===== src/rtl/serial_subtractor.sv =====
// Bit-serial subtractor: diff = a - b - bin over WIDTH bits, one bit per clock, LSB first.
// A single full-subtractor cell is chained through a registered borrow under a start/busy/done handshake.
module serial_subtractor #(
  parameter int WIDTH = 8
) (
  input  logic             clk,
  input  logic             rst_n,
  input  logic             start,
  input  logic [WIDTH-1:0] a,
  input  logic [WIDTH-1:0] b,
  input  logic             bin,
  output logic             busy,
  output logic             done,
  output logic [WIDTH-1:0] diff,
  output logic             bout
);

  localparam int            CW   = (WIDTH > 1) ? $clog2(WIDTH) : 1;
  localparam logic [CW-1:0] LAST = CW'(WIDTH - 1);

  typedef enum logic [1:0] {
    IDLE = 2'd0,
    RUN  = 2'd1,
    DONE = 2'd2
  } state_t;

  state_t           state_q, state_d;
  logic [WIDTH-1:0] a_sh_q, a_sh_d;
  logic [WIDTH-1:0] b_sh_q, b_sh_d;
  logic [WIDTH-1:0] res_q, res_d;
  logic [WIDTH-1:0] diff_q, diff_d;
  logic             br_q, br_d;
  logic             bout_q, bout_d;
  logic [CW-1:0]    cnt_q, cnt_d;

  logic             d_bit;
  logic             br_next;
  logic             accept;
  logic [WIDTH-1:0] res_shift;

  // Full-subtractor cell on the current LSBs and the carried borrow.
  assign d_bit   = a_sh_q[0] ^ b_sh_q[0] ^ br_q;
  assign br_next = (~a_sh_q[0] & b_sh_q[0]) | (~(a_sh_q[0] ^ b_sh_q[0]) & br_q);

  generate
    if (WIDTH == 1) begin : g_res_w1
      assign res_shift = d_bit;
    end else begin : g_res_wn
      assign res_shift = {d_bit, res_q[WIDTH-1:1]};
    end
  endgenerate

  // New work is taken only between operations; start during RUN is ignored.
  assign accept = start && ((state_q == IDLE) || (state_q == DONE));

  always_comb begin
    state_d = state_q;
    a_sh_d  = a_sh_q;
    b_sh_d  = b_sh_q;
    res_d   = res_q;
    diff_d  = diff_q;
    br_d    = br_q;
    bout_d  = bout_q;
    cnt_d   = cnt_q;

    case (state_q)
      IDLE: begin
        if (start) state_d = RUN;
      end
      RUN: begin
        a_sh_d = a_sh_q >> 1;
        b_sh_d = b_sh_q >> 1;
        res_d  = res_shift;
        br_d   = br_next;
        cnt_d  = cnt_q + CW'(1);
        if (cnt_q == LAST) begin
          state_d = DONE;
          diff_d  = res_shift;
          bout_d  = br_next;
        end
      end
      DONE: begin
        state_d = start ? RUN : IDLE;
      end
      default: begin
        state_d = IDLE;
      end
    endcase

    if (accept) begin
      a_sh_d = a;
      b_sh_d = b;
      br_d   = bin;
      res_d  = '0;
      cnt_d  = '0;
    end
  end

  always_ff @(posedge clk or negedge rst_n) begin
    if (!rst_n) begin
      state_q <= IDLE;
      a_sh_q  <= '0;
      b_sh_q  <= '0;
      res_q   <= '0;
      diff_q  <= '0;
      br_q    <= 1'b0;
      bout_q  <= 1'b0;
      cnt_q   <= '0;
    end else begin
      state_q <= state_d;
      a_sh_q  <= a_sh_d;
      b_sh_q  <= b_sh_d;
      res_q   <= res_d;
      diff_q  <= diff_d;
      br_q    <= br_d;
      bout_q  <= bout_d;
      cnt_q   <= cnt_d;
    end
  end

  assign busy = (state_q == RUN);
  assign done = (state_q == DONE);
  assign diff = diff_q;
  assign bout = bout_q;

endmodule


===== config.mk =====
export PLATFORM = sky130hd
export DESIGN_NAME = serial_subtractor
export DESIGN_NICKNAME = d
export VERILOG_FILES = /design/src/rtl/serial_subtractor.sv
export SDC_FILE = /design/constraint.sdc
export NUM_CORES = 1
export LEC_CHECK = 0
export ABC_CLOCK_PERIOD_IN_PS = 4430
export CAP_MARGIN = 20
export CORE_AREA = 5 5 65 61
export CTS_CLUSTER_DIAMETER = 50
export DETAILED_ROUTE_END_ITERATION = 16
export DIE_AREA = 0 0 70 66
export GPL_ROUTABILITY_DRIVEN = 0
export PLACE_DENSITY = 0.79
export SYNTH_ARGS = -nofsm -noshare
export SYNTH_HDL_FRONTEND = slang
export SYNTH_SLANG_ARGS = --single-unit

===== constraint.sdc =====
create_clock -name clk -period 4.43 [get_ports clk]
set_input_delay 0.6645 -clock clk [delete_from_list [all_inputs] [get_ports clk]]
set_output_delay 0.6645 -clock clk [all_outputs]
set_load 0.03 [all_outputs]

==> flow_summary.json <==
{
  "ys_warn_count": 0,
  "initial_core_util_pct": 50.3,
  "synthMuxAreaShare_pct": 9.47,
  "netlist_area_um2": 1640,
  "r2r_slack_ps": 2680,
  "ir_drop_uv": 290,
  "worst_slew_pin_slew_ps": 808,
  "avgSynthCellArea_um2": 12.1,
  "cap_viol_max_count": 0,
  "power_density_nw_per_um2": 706,
  "clockBufferDepth": 2,
  "synth_cell_type_count": 25,
  "netlist_top_cells_area": "dfrtp_1 58%, mux2_2 8.3%, a22o_1 6.4%",
  "drive_gt1_share_pct": 13.9,
  "dieArea_um2": 4620,
  "ios": 31,
  "synth-simple-area-share_pct": 4.05,
  "cts_root_buffer": "clkbuf_4",
  "cp_data_required_time_ps": 3770,
  "layout.nets": 187,
  "grt_overflow": 0,
  "async_flop_share_pct": 100,
  "syn_nets": 158,
  "arrival_ps": 2180,
  "grt_usage_pct": 15.2,
  "hp-class": "primary input to asynchronous set/reset pin",
  "relSlewSlack_pct": 46.1,
  "hpwlAfterDp_um": 2240,
  "synth_edf_count": 0,
  "yosysMostFrequentCell": "dfrtp_1",
  "synth_top_family_by_area": "compound AO/OA/AOI/OAI gates",
  "core_area_um2": 3250,
  "syn_inst": 135,
  "vias": 1124,
  "synth_top_area_share_pct": 58.1,
  "crit_path_start_kind": "flop",
  "antenna_found_initial": 0,
  "cts_tree": "built",
  "clkLatencyLatePin_ps": 330,
  "die_w_um": 70,
  "diodes": 0,
  "synth_compound_area_share_pct": 18.0,
  "cts_resized": 0,
  "cp_max_fo": 17,
  "hold_viol": 0,
  "antenna_left": 0,
  "grt_start_max_net_pins": 39,
  "cts-buffers-inserted": 5,
  "finalSetupViolations": 0,
  "yosysSeqAreaShare_pct": 58.1,
  "drc": 0,
  "final_cell_area_um2": 1990,
  "drv_slew": 0,
  "cts_max_level": 2,
  "wl_um": 3020,
  "synthTopCellsByCount": "38 x dfrtp_1, 15 x a21oi_1, 15 x inv_1",
  "die_y_um": 66,
  "synthAdderAreaFrac_pct": 2.75,
  "cts.clk_slew.worst_paths_ps": 110,
  "synth_seq_cells": 38,
  "fin_skew_ps": 3.64,
  "leakagePower_uw": 0.000921,
  "hold-worst-slack_ps": 413,
  "layout_min_cycle_time_ps": 2840,
  "rsz0062_at_grt": "false",
  "synth_top_cell_by_area": "dfrtp_1",
  "drtIter0Drc": 58,
  "area_growth_pct": 21.6,
  "first_pass_iters": 4,
  "clock-sinks": 38,
  "fmax_mhz": 352,
  "cts_setup_buffers": 0,
  "viasPerCell": 5.38,
  "crit_start": "state_q[0]",
  "synthFlopType": "dfrtp_1",
  "rows": 20,
  "synth_xor_area_share_pct": 0.535,
  "finalCritPeriodShare_pct": 64.2,
  "ctsHoldBuffers": 0,
  "cp-end-kind": "primary output",
  "rr_startpoint": "cnt_q[0]",
  "wl_per_cell_um": 14.5,
  "grt_pass1_wl_um": 5510,
  "rr_endpoint": "diff[3]",
  "first_global_vias": 1231,
  "status": "finished clean",
  "path_class": "flop to primary output",
  "ff2ff_path_depth": 4,
  "place_area_um2": 1930,
  "finalSetupTns_ps": 0,
  "port_buffers": 30
}
[power breakdown]
part	internal (uW)	switching, uW	leakage (uW)
Clock	77.0	106	0.0000353
Sequential	506	118	0.000466
Combinational	297	301	0.000420
Total	880	526	0.000921
[sequential cells by signal (all words and copies together), names as in the netlist]
| name | flops |
|---|---|
| a_sh_q | 8 |
| b_sh_q | 8 |
| bout | 1 |
| br_q | 1 |
| cnt_q | 3 |
| diff | 8 |
| res_q | 7 |
| state_q | 2 |
[layer usage]
metal  track usage, %  share of wire [%]  vias up  wire [um]
met2             25.8                 51       31       1530
met4             5.74                1.5        0         44
met3             4.26                4.9        5        148
met5                0                  0        -          0
li1                 -                  -      535          -
met1             18.6                 43      553       1300
[metrics by stage]
stage          setup slack, ps  power (uW)  utilization [%]  cells
2_1_floorplan             2630        1050                -    135
3_3_place_gp              2000        1210             59.4    201
3_5_place_dp              1950        1240             59.4    201
4_1_cts                   1570        1420             61.2    209
5_1_grt                   1420        1520             61.2    209
6_report                  1590        1410             61.2    209
[cell families (layout without fill, tap and decap cells)]
family,after synthesis,in the layout
multiplexers,14,14
buffers and inverters,24,54
XOR/XNOR,1,1
adder cells (fa/ha/maj),3,3
AO/OA/AOI/OAI,45,45
AND/OR/NAND/NOR,10,10
flip-flops,38,38
[area by class of cell]
type	instances	area (um^2)
clock buffers	7	55.1
clock inverters	1	5.00
fillers	289	1260
inverters	16	60.1
multi-input cells	73	571
flip-flops and latches	38	951
well taps	44	55.1
repair buffers	30	295
[worst max-delay path, stage by stage (launching register included)]
cell and delay (ps):
dfrtp_1 680, nand2b_2 290, inv_2 190, clkdlybuf4s50_1 690
[cells in the final DEF (no fill, tap or decap), types with 2 or more instances in the layout]
cell type        instances
o22ai_1                 12
clkbuf_4                 5
dfrtp_1                 38
ha_1                     2
and2b_1                  2
o21ai_0                  2
mux2i_1                  2
nor2b_1                  3
inv_1                   15
mux2_2                  12
a21oi_1                 15
a211oi_1                 3
clkdlybuf4s50_1         29
a22o_1                  12
[how the worst max path moves through the flow]
stage            to  slack (ps)  cells after the start
6_report       busy        1590                      3
2_1_floorplan  done        2630                      3
3_5_place_dp   busy        1950                      3
5_1_grt        busy        1420                      3
3_3_place_gp   busy        2000                      3
4_1_cts        busy        1570                      3
Note: power is estimated with default switching activity, not from simulation.
